[config.mk]
export PLATFORM = sky130hd
export DESIGN_NAME = seq_detect_ctrl
export DESIGN_NICKNAME = d
export VERILOG_FILES = /design/src/rtl/seq_detect_ctrl.sv
export SDC_FILE = /design/constraint.sdc
export NUM_CORES = 1
export LEC_CHECK = 0
export ABC_AREA = 1
export CORE_AREA = 2 2 76 78
export CTS_CLUSTER_DIAMETER = 50
export DETAILED_ROUTE_END_ITERATION = 8
export DIE_AREA = 0 0 78 80
export HOLD_SLACK_MARGIN = 0.02
export PLACE_DENSITY = 0.85
export SLEW_MARGIN = 20
export SYNTH_ARGS = -nofsm -noshare
export SYNTH_HDL_FRONTEND = slang
export SYNTH_SLANG_ARGS = --single-unit
[constraint.sdc]
create_clock -name clk -period 1.9 [get_ports clk]
set_input_delay 0.38 -clock clk [delete_from_list [all_inputs] [get_ports clk]]
set_output_delay 0.38 -clock clk [all_outputs]
set_load 0.1 [all_outputs]
[src/rtl/seq_detect_ctrl.sv]
// seq_detect_ctrl: run-time programmable serial pattern detection controller.
// A pattern of up to MAX_LEN bits is loaded through a cfg handshake. Each run
// counts matches over a valid/ready bit stream. A run ends on the target count,
// on abort or, in the optional build, on the watchdog.
// Optional feature macro: SEQ_DET_CTRL_TIMEOUT_EN. When it is defined, a watchdog
// ends a run after TIMEOUT_CYC accepted bits arrive without a match.
module seq_detect_ctrl #(
  parameter int MAX_LEN     = 8,
  parameter int CNT_W       = 8,
  parameter int TIMEOUT_CYC = 64
) (
  input  logic                           clk,
  input  logic                           rst_n,
  input  logic                           cfg_valid,
  output logic                           cfg_ready,
  input  logic [MAX_LEN-1:0]             cfg_pattern,
  input  logic [$clog2(MAX_LEN+1)-1:0]   cfg_len,
  input  logic                           cfg_overlap,
  input  logic [CNT_W-1:0]               cfg_target,
  input  logic                           start,
  input  logic                           abort,
  input  logic                           bit_valid,
  input  logic                           bit_data,
  output logic                           bit_ready,
  output logic                           match,
  output logic [CNT_W-1:0]               match_cnt,
  output logic                           busy,
  output logic                           done,
  output logic                           timeout
);

  localparam int LEN_W = $clog2(MAX_LEN + 1);
  localparam logic [LEN_W-1:0] MAX_LEN_L = LEN_W'(MAX_LEN);

  typedef enum logic [1:0] {
    ST_IDLE  = 2'd0,
    ST_ARMED = 2'd1,
    ST_RUN   = 2'd2,
    ST_DONE  = 2'd3
  } state_t;

  state_t             state_r;
  state_t             state_nxt_s;

  logic [MAX_LEN-1:0] pat_r;
  logic [LEN_W-1:0]   len_r;
  logic               ovl_r;
  logic [CNT_W-1:0]   tgt_r;

  logic [MAX_LEN-1:0] history_r;
  logic [LEN_W-1:0]   fill_r;
  logic [CNT_W-1:0]   cnt_r;
  logic               match_r;
  logic               done_r;

  logic               accept_s;
  logic               run_entry_s;
  logic [MAX_LEN-1:0] hist_nxt_s;
  logic [LEN_W-1:0]   fill_inc_s;
  logic [MAX_LEN-1:0] mask_s;
  logic               match_s;
  logic [CNT_W-1:0]   cnt_inc_s;
  logic               tgt_hit_s;
  logic               to_hit_s;

  // Per-bit datapath. Abort overrides acceptance. The match test includes the incoming bit.
  always_comb begin
    accept_s    = (state_r == ST_RUN) && bit_valid && !abort;
    run_entry_s = (state_r == ST_ARMED) && start && !abort;
    hist_nxt_s  = {history_r[MAX_LEN-2:0], bit_data};
    if (fill_r >= MAX_LEN_L) begin
      fill_inc_s = MAX_LEN_L;
    end else begin
      fill_inc_s = fill_r + LEN_W'(1);
    end
    mask_s = {MAX_LEN{1'b0}};
    for (int i = 0; i < MAX_LEN; i++) begin
      mask_s[i] = (LEN_W'(i) < len_r);
    end
    match_s = accept_s && (fill_inc_s >= len_r) &&
              (((hist_nxt_s ^ pat_r) & mask_s) == {MAX_LEN{1'b0}});
    if (&cnt_r) begin
      cnt_inc_s = cnt_r;
    end else begin
      cnt_inc_s = cnt_r + CNT_W'(1);
    end
    tgt_hit_s = match_s && (tgt_r != {CNT_W{1'b0}}) && (cnt_inc_s == tgt_r);
  end

`ifdef SEQ_DET_CTRL_TIMEOUT_EN
  localparam int WD_W = $clog2(TIMEOUT_CYC + 1);

  logic [WD_W-1:0] wd_r;
  logic            timeout_r;
  logic [WD_W-1:0] wd_inc_s;

  // Watchdog trip detection. A match on the same bit takes priority.
  always_comb begin
    wd_inc_s = wd_r + WD_W'(1);
    to_hit_s = accept_s && !match_s && (wd_inc_s == WD_W'(TIMEOUT_CYC));
  end

  // The watchdog counts accepted bits since run entry or the last match. Timeout is sticky.
  always_ff @(posedge clk or negedge rst_n) begin
    if (!rst_n) begin
      wd_r      <= {WD_W{1'b0}};
      timeout_r <= 1'b0;
    end else if (run_entry_s) begin
      wd_r      <= {WD_W{1'b0}};
      timeout_r <= 1'b0;
    end else if (accept_s) begin
      if (match_s || to_hit_s) begin
        wd_r <= {WD_W{1'b0}};
      end else begin
        wd_r <= wd_inc_s;
      end
      if (to_hit_s) begin
        timeout_r <= 1'b1;
      end else begin
        timeout_r <= timeout_r;
      end
    end else begin
      wd_r      <= wd_r;
      timeout_r <= timeout_r;
    end
  end

  assign timeout = timeout_r;
`else
  assign to_hit_s = 1'b0;
  assign timeout  = 1'b0;
`endif

  // State register.
  always_ff @(posedge clk or negedge rst_n) begin
    if (!rst_n) begin
      state_r <= ST_IDLE;
    end else begin
      state_r <= state_nxt_s;
    end
  end

  // Next-state logic. Abort has precedence over every other event.
  always_comb begin
    state_nxt_s = state_r;
    case (state_r)
      ST_IDLE: begin
        if (abort) begin
          state_nxt_s = ST_IDLE;
        end else if (cfg_valid) begin
          state_nxt_s = ST_ARMED;
        end else begin
          state_nxt_s = ST_IDLE;
        end
      end
      ST_ARMED: begin
        if (abort) begin
          state_nxt_s = ST_IDLE;
        end else if (start) begin
          state_nxt_s = ST_RUN;
        end else begin
          state_nxt_s = ST_ARMED;
        end
      end
      ST_RUN: begin
        if (abort) begin
          state_nxt_s = ST_IDLE;
        end else if (tgt_hit_s || to_hit_s) begin
          state_nxt_s = ST_DONE;
        end else begin
          state_nxt_s = ST_RUN;
        end
      end
      ST_DONE: begin
        if (abort) begin
          state_nxt_s = ST_IDLE;
        end else begin
          state_nxt_s = ST_ARMED;
        end
      end
      default: state_nxt_s = ST_IDLE;
    endcase
  end

  // Handshake and status outputs, decoded from the registered state.
  always_comb begin
    cfg_ready = 1'b0;
    bit_ready = 1'b0;
    busy      = 1'b0;
    case (state_r)
      ST_IDLE:  cfg_ready = 1'b1;
      ST_ARMED: cfg_ready = 1'b0;
      ST_RUN: begin
        bit_ready = 1'b1;
        busy      = 1'b1;
      end
      ST_DONE:  busy = 1'b0;
      default: begin
        cfg_ready = 1'b0;
        bit_ready = 1'b0;
        busy      = 1'b0;
      end
    endcase
  end

  // Configuration latch. Out-of-range lengths are clamped to MAX_LEN.
  always_ff @(posedge clk or negedge rst_n) begin
    if (!rst_n) begin
      pat_r <= {MAX_LEN{1'b0}};
      len_r <= MAX_LEN_L;
      ovl_r <= 1'b0;
      tgt_r <= {CNT_W{1'b0}};
    end else if ((state_r == ST_IDLE) && cfg_valid && !abort) begin
      pat_r <= cfg_pattern;
      if ((cfg_len == {LEN_W{1'b0}}) || (cfg_len > MAX_LEN_L)) begin
        len_r <= MAX_LEN_L;
      end else begin
        len_r <= cfg_len;
      end
      ovl_r <= cfg_overlap;
      tgt_r <= cfg_target;
    end else begin
      pat_r <= pat_r;
      len_r <= len_r;
      ovl_r <= ovl_r;
      tgt_r <= tgt_r;
    end
  end

  // Shift history and fill. In non-overlap mode a match empties the fill so used bits are not reused.
  always_ff @(posedge clk or negedge rst_n) begin
    if (!rst_n) begin
      history_r <= {MAX_LEN{1'b0}};
      fill_r    <= {LEN_W{1'b0}};
    end else if (run_entry_s) begin
      history_r <= {MAX_LEN{1'b0}};
      fill_r    <= {LEN_W{1'b0}};
    end else if (accept_s) begin
      history_r <= hist_nxt_s;
      if (match_s && !ovl_r) begin
        fill_r <= {LEN_W{1'b0}};
      end else begin
        fill_r <= fill_inc_s;
      end
    end else begin
      history_r <= history_r;
      fill_r    <= fill_r;
    end
  end

  // Registered match pulse, saturating match counter and end-of-run done pulse.
  always_ff @(posedge clk or negedge rst_n) begin
    if (!rst_n) begin
      match_r <= 1'b0;
      done_r  <= 1'b0;
      cnt_r   <= {CNT_W{1'b0}};
    end else begin
      match_r <= match_s;
      done_r  <= (state_r == ST_RUN) && (state_nxt_s != ST_RUN);
      if (run_entry_s) begin
        cnt_r <= {CNT_W{1'b0}};
      end else if (match_s) begin
        cnt_r <= cnt_inc_s;
      end else begin
        cnt_r <= cnt_r;
      end
    end
  end

  assign match     = match_r;
  assign done      = done_r;
  assign match_cnt = cnt_r;

endmodule

; Word-level counts from Yosys, hierarchy flattened
; Cells that the tools add are included.
[op_classes]
addsub = 2
magnitude_cmp = 11
n_eq_ne = 5
n_mux = 20
bitwise = 2
reduce_logical = 22
[ops]
columns = cell, count
row1 = 2-to-1 mux 8 bit, 3
row2 = 2-to-1 mux 4 bit, 5
row3 = less-than comparator 3 x 4 -> 1 bit (first input constant), 4
row4 = 2-to-1 mux 7 bit, 2
row5 = logical AND 1 bit, 12
row6 = adder 8 x 1 -> 8 bit (second input constant), 1
row7 = bitwise AND 8 bit, 1
row8 = == test 8 bit, 1
row9 = zero test 8 bit, 1
row10 = less-than comparator 1 x 4 -> 1 bit (first input constant), 2
row11 = less-than comparator 2 x 4 -> 1 bit (first input constant), 2
row12 = one-hot mux 2 bit (4 select lines), 1
row13 = AND reduction 8 bit, 1
row14 = nonzero test 8 bit, 1
row15 = XOR 8 bit, 1
row16 = 2-to-1 mux 1 bit, 6
row17 = 2-to-1 mux 2 bit, 3
row18 = adder 4 x 1 -> 4 bit (second input constant), 1
row19 = == test 2 bit (second input constant), 2
row20 = greater-or-equal comparator 4 bit, 1
row21 = greater-or-equal comparator 4 bit (second input constant), 1
row22 = greater-than comparator 4 bit (second input constant), 1
row23 = zero test 4 bit, 1
row24 = nonzero test 2 bit, 2
row25 = other kinds (5), 6
[totals]
register_bits = 44
in_bits = 28
word_cells = 72

; Logic depth before layout (Yosys ltp)
[logic_depth]
ltp_word = 12
ltp_mapped = 15
ltp_nobuf = 15

; Least setup slack after synthesis
; OpenSTA, ideal clock, no wires.
[synth_timing]
path_type = reg-to-reg
startpoint = reg state_r[0]
endpoint = reg len_r[2]
setup_ns = 0.126
arrival_ns = 2.711
t_required_ns = 1.774
path_slack_ns = -0.937
stages_incl_launch_ff = 7
path_buffers = 2
synth_period_minus_slack_ns = 2.837
path_cell_list = dfrtp_1 -> nor2_1 -> nand3_1 -> inv_1 -> clkbuf_1 -> buf_2 -> o22ai_1
[synth_between]
elab_chain_cells = 3
[synth_lines]
columns = element, line_no
row1 = from (decl), 42  ; state_t state_r;
row2 = from (signal assigned), 139  ; state_r <= state_nxt_s;
row3 = zero test 2 bit, 213  ; end else if ((state_r == ST_IDLE) && cfg_valid && !abort) begin
row4 = logical AND 1 bit (2 in series), 213
row5 = to (signal assigned), 218  ; len_r <= cfg_len;
row6 = to (signal assigned), 224  ; len_r <= len_r;
row7 = to (decl), 46  ; logic [LEN_W-1:0] len_r;
; Every way passes these cells.
; A chain may end at the register's enable or synchronous reset.

; Final worst setup path
[layout_timing]
startpoint = reg fill_r[1]
endpoint = reg done_r, in the netlist done
[layout_between]
elab_chain_cells = 12
elab_cells_between_ends = 13
classes_between = add/sub: 1 / order compare: 2 / eq/ne: 1 / mux: 4 / reduce/logical: 5
[layout_lines]
columns = element, line_no
row1 = from (decl), 51  ; logic [LEN_W-1:0] fill_r;
row2 = from (signal assigned), 234  ; fill_r <= {LEN_W{1'b0}};
row3 = from (signal assigned), 237  ; fill_r <= {LEN_W{1'b0}};
row4 = from (signal assigned), 241  ; fill_r <= {LEN_W{1'b0}};
row5 = adder 4 x 1 -> 4 bit / greater-or-equal comparator 4 bit (equally long branches), "74, 71"
row6 = 2-to-1 mux 4 bit *, 71  ; if (fill_r >= MAX_LEN_L) begin
row7 = greater-or-equal comparator 4 bit *, 80  ; match_s = accept_s && (fill_inc_s >= len_r) &&
row8 = logical AND 1 bit * (2 in series), 80
row9 = logical AND 1 bit * (2 in series), 87  ; tgt_hit_s = match_s && (tgt_r != {CNT_W{1'b0}}) && (cnt_inc_s == tgt_r);
row10 = 2-to-1 mux 1 bit *, 168  ; end else if (tgt_hit_s || to_hit_s) begin
row11 = 2-to-1 mux 2 bit *, 166  ; if (abort) begin
row12 = one-hot mux 2 bit (4 select lines) *, 146  ; case (state_r)
row13 = != test 2 bit *, 259  ; done_r <= (state_r == ST_RUN) && (state_nxt_s != ST_RUN);
row14 = logical AND 1 bit *, 259
row15 = to (signal assigned), 259
row16 = to (decl), 54  ; logic done_r;
; Every way passes the cells marked *; elsewhere a longest branch is shown, timed or not.

==> results.rst <==
.. list-table::
   :header-rows: 1

   * - Metric
     - Value
   * - DR iter-0 viols
     - 217
   * - Maximum VDD drop
     - 0.5557 mV
   * - Layout filler cell count
     - 422
   * - Total core area
     - 0.005405 mm^2
   * - Most common cell in the synthesized netlist
     - sky130_fd_sc_hd__nand2_1
   * - Layout Skew
     - 0.006177 ns
   * - Placed wire-length estimate after detailed placement
     - 4.749 mm
   * - Violations in the final reports
     - setup timing
   * - Maximum fanout along the worst path
     - 5
   * - Biggest cell delay along the critical path
     - 0.40 ns
   * - DR DRC count
     - 0
   * - CTS tree
     - done
   * - Fin nets
     - 440
   * - ANT nets after route
     - 0
   * - Cell count after placement
     - 463
   * - Cell type group with the largest total delay on the critical path
     - simple AND/OR/NAND/NOR gates
   * - Timing startpoint of the critical path
     - fill_r[1]$_DFFE_PN0P_
   * - Period utilization
     - 106.3%
   * - Top cells by area, synth
     - sky130_fd_sc_hd__dfrtp_1, sky130_fd_sc_hd__nand2_1, sky130_fd_sc_hd__nand3_1
   * - Final sum of negative setup slack
     - -1.057 ns
   * - Post-Synthesis Mean Instance Area
     - 7.299 um^2
   * - Portion of the post-synthesis area used by sequential elements
     - 44.16%
   * - CTS H-tree depth
     - 2
   * - Hold path depth
     - 2
   * - RSZ-0062 raised after global routing
     - true
   * - Final critical-path setup slack
     - -0.1204 ns
   * - Final global-route overflow total
     - 0
   * - Length in cells of the worst reg-to-reg path
     - 15
   * - Critical Path Most Common Cell
     - sky130_fd_sc_hd__inv_2
   * - Fraction of registers with async set or reset after synthesis
     - 100.0%
   * - Fraction of final layout cells with drive strength greater than 1
     - 21.92%
   * - Pre-antenna DRT Iters
     - 4
   * - Via count of the first global-routing pass
     - 2441
   * - CP Class
     - reg2reg
   * - Max Cap Viol
     - 0
   * - Clock sink count
     - 44
   * - Clock-pin transition on the worst setup and hold timing paths
     - 0.08 ns
   * - Number of antenna violations at the first check in global routing
     - 0
   * - Clock root buffer
     - sky130_fd_sc_hd__clkbuf_8
   * - Launch instance of the worst register-to-register path
     - fill_r[1]$_DFFE_PN0P_
   * - Top-Level Pins
     - 42
   * - Static leakage
     - 1.655 nW
   * - Cell taking the most area after synthesis
     - sky130_fd_sc_hd__dfrtp_1
   * - Power per Cell Area
     - 1039 mW/mm^2
   * - Number of vias per cell after detailed routing
     - 5.186
   * - Routed via count
     - 2479
   * - Layout Cells excl Fill
     - 478
   * - Number of cell rows
     - 27
   * - Worst hold slack after final layout
     - 0.5093 ns
   * - Post-synthesis sequential element count
     - 44
   * - Total standard cell area after synthesis
     - 0.002496 mm^2
   * - Worst flop-to-flop path endpoint
     - done$_DFF_PN0_
   * - P&R area growth vs syn
     - 39.65%
   * - Routability cong.
     - 0.9138
   * - Levels on crit path
     - 15
   * - Number of enable-type register cells in the synthesized netlist
     - 0
   * - Die Wd
     - 78 um
   * - Post-route core utilization
     - 64.49%
   * - Run status
     - finished with violations
   * - Number of input and output port buffers inserted
     - 40
   * - Number of setup violations in the final report
     - 13
   * - Insertion delay of the later-clocked pin in the worst-skew pair
     - 0.30 ns
   * - Shortest clock period the worst path allows after layout
     - 2.020 ns
   * - Pin count of the biggest net entering global routing
     - 22
   * - Critical path arrival
     - 2.22 ns
   * - Hold Fails Final Rpt
     - 0
   * - Synthesized net count
     - 377
   * - Yosys Warn Count
     - 0
   * - Fmax
     - 0.4949 GHz
   * - Die Y-Extent
     - 80 um
   * - Final Slew Violations
     - 0
   * - Clock tree buffer depth
     - 2
   * - CP Launch Type
     - register
   * - Worst Path Buf+Inv
     - 4
   * - Number of CTS-inserted buffers
     - 5
   * - Most instantiated flip-flop cell in the synthesis netlist
     - sky130_fd_sc_hd__dfrtp_1
   * - Global-route wire length before repair
     - 10.70 mm
   * - CP Cell Sequence
     - inv_2 -> ha_4 -> nand2_4 -> inv_2 -> ha_4 -> inv_2 -> nor2_2 -> o211ai_1 -> nand3_2 -> nand3_4 -> nor2_2 -> nand3_1 -> nand3_1 -> nand2_1 -> inv_1
   * - Full die area
     - 0.006240 mm^2
   * - Slack of the worst reg-to-reg path
     - -0.12 ns
   * - Commonest cells in the synthesized netlist
     - sky130_fd_sc_hd__nand2_1, sky130_fd_sc_hd__inv_1, sky130_fd_sc_hd__dfrtp_1
   * - GRT Util Overall
     - 21.60%
   * - Proportion of netlist area held by the largest area contributor
     - 43.11%
   * - Average routed wire per standard cell
     - 13.55 um
   * - Critical Path End
     - done$_DFF_PN0_
   * - Initial Utilization
     - 46.18%
   * - Critical path capture point type
     - register
   * - Worst path slowest cell
     - sky130_fd_sc_hd__dfrtp_1
   * - Synth Instances
     - 342
   * - Required time at the worst-slack endpoint
     - 2.10 ns
   * - Worst hold path class
     - reg2reg
   * - Final WL
     - 6.478 mm
   * - # diodes
     - 0
   * - Library cells used by synthesis
     - 29
[worst min-delay path, stage by stage, from the launching register on]
cell	delay, ns
sky130_fd_sc_hd__dfstp_2	0.39
sky130_fd_sc_hd__nand2_1	0.05
sky130_fd_sc_hd__o21ai_0	0.07
[cell type report]
class,instances,area (um^2),share of cell area [%]
tap,72,90.09,2.584
timing repair buffer,63,683.2,19.60
sequential,44,1125,32.27
inverter,54,202.7,5.815
clock inverter,1,7.507,0.2154
multi-input combinational,237,1291,37.04
clock buffer,7,86.33,2.477
[cell families after synthesis]
family	Yosys count	share of synthesized area, %
simple gates	185	32.03
buf+inv	61	9.824
flops	44	44.16
compound gates	40	8.922
fa+ha+maj	7	3.509
xor+xnor	4	1.404
other cells	1	0.1502
[where the power goes]
| group | internal [mW] | switching [mW] |
|---|---|---|
| Combinational | 0.692 | 0.985 |
| Sequential | 1.14 | 0.178 |
| Clock | 0.296 | 0.333 |
| Total | 2.12 | 1.50 |
[through the flow]
step | setup slack, ns | instance area, um^2 | power [mW]
after floorplan | -0.01050 | 2552 | 2.228
after global placement | -0.1015 | 3219 | 2.688
after detailed placement | -0.2323 | 3219 | 2.747
after CTS | -0.1567 | 3405 | 3.476
after global routing | -0.2264 | 3486 | 3.829
final | -0.1204 | 3486 | 3.621
[cell usage in the layout, fill, tap and decap left out, types with 4 or more instances in the layout]
cell	n
sky130_fd_sc_hd__o21ai_0	18
sky130_fd_sc_hd__clkbuf_8	6
sky130_fd_sc_hd__ha_4	5
sky130_fd_sc_hd__nand4_1	4
sky130_fd_sc_hd__dfrtp_4	5
sky130_fd_sc_hd__dfrtp_1	35
sky130_fd_sc_hd__clkdlybuf4s50_1	26
sky130_fd_sc_hd__nand2_1	101
sky130_fd_sc_hd__inv_1	47
sky130_fd_sc_hd__o22ai_1	11
sky130_fd_sc_hd__nand3_1	39
sky130_fd_sc_hd__nor2_4	6
sky130_fd_sc_hd__buf_4	22
sky130_fd_sc_hd__inv_2	6
sky130_fd_sc_hd__nor2_1	18
sky130_fd_sc_hd__buf_12	11
sky130_fd_sc_hd__o21ai_1	5
sky130_fd_sc_hd__nand2_2	8
[metal layers]
metal | global-route usage [%] | up-vias | routed length [um]
li1 | - | 1210 | -
met1 | 24.35 | 1177 | 2563
met2 | 39.22 | 71 | 3444
met3 | 4.299 | 21 | 264
met4 | 10.00 | 0 | 206
met5 | 0 | - | 0
[state kept, by name, indices dropped and copies added (netlist names)]
name       count
pat_r          8
state_r        2
len_r          4
match_cnt      8
ovl_r          1
done           1
tgt_r          8
history_r      7
fill_r         4
match          1
[how the worst min path moves through the flow]
stage                              start                       end
floorplan                          rst_n            done$_DFF_PN0_
global placement                   rst_n      tgt_r[6]$_DFFE_PN0P_
detailed placement                 rst_n  match_cnt[4]$_DFFE_PN0P_
CTS                 len_r[3]$_DFFE_PN1P_      len_r[3]$_DFFE_PN1P_
global route                       rst_n      tgt_r[5]$_DFFE_PN0P_
finish              len_r[3]$_DFFE_PN1P_      len_r[3]$_DFFE_PN1P_
[repair_timing]
action | 4_1_cts | 5_1_grt
pin swaps | 9 | 4
endpoints found under the hold margin | 14 | 0
setup endpoints to repair | 15 | 15
hold buffers | 1 | 0
buffers inserted | 3 | 3
gates resized for setup | 15 | 16
Power figures use the tool's default switching activity.
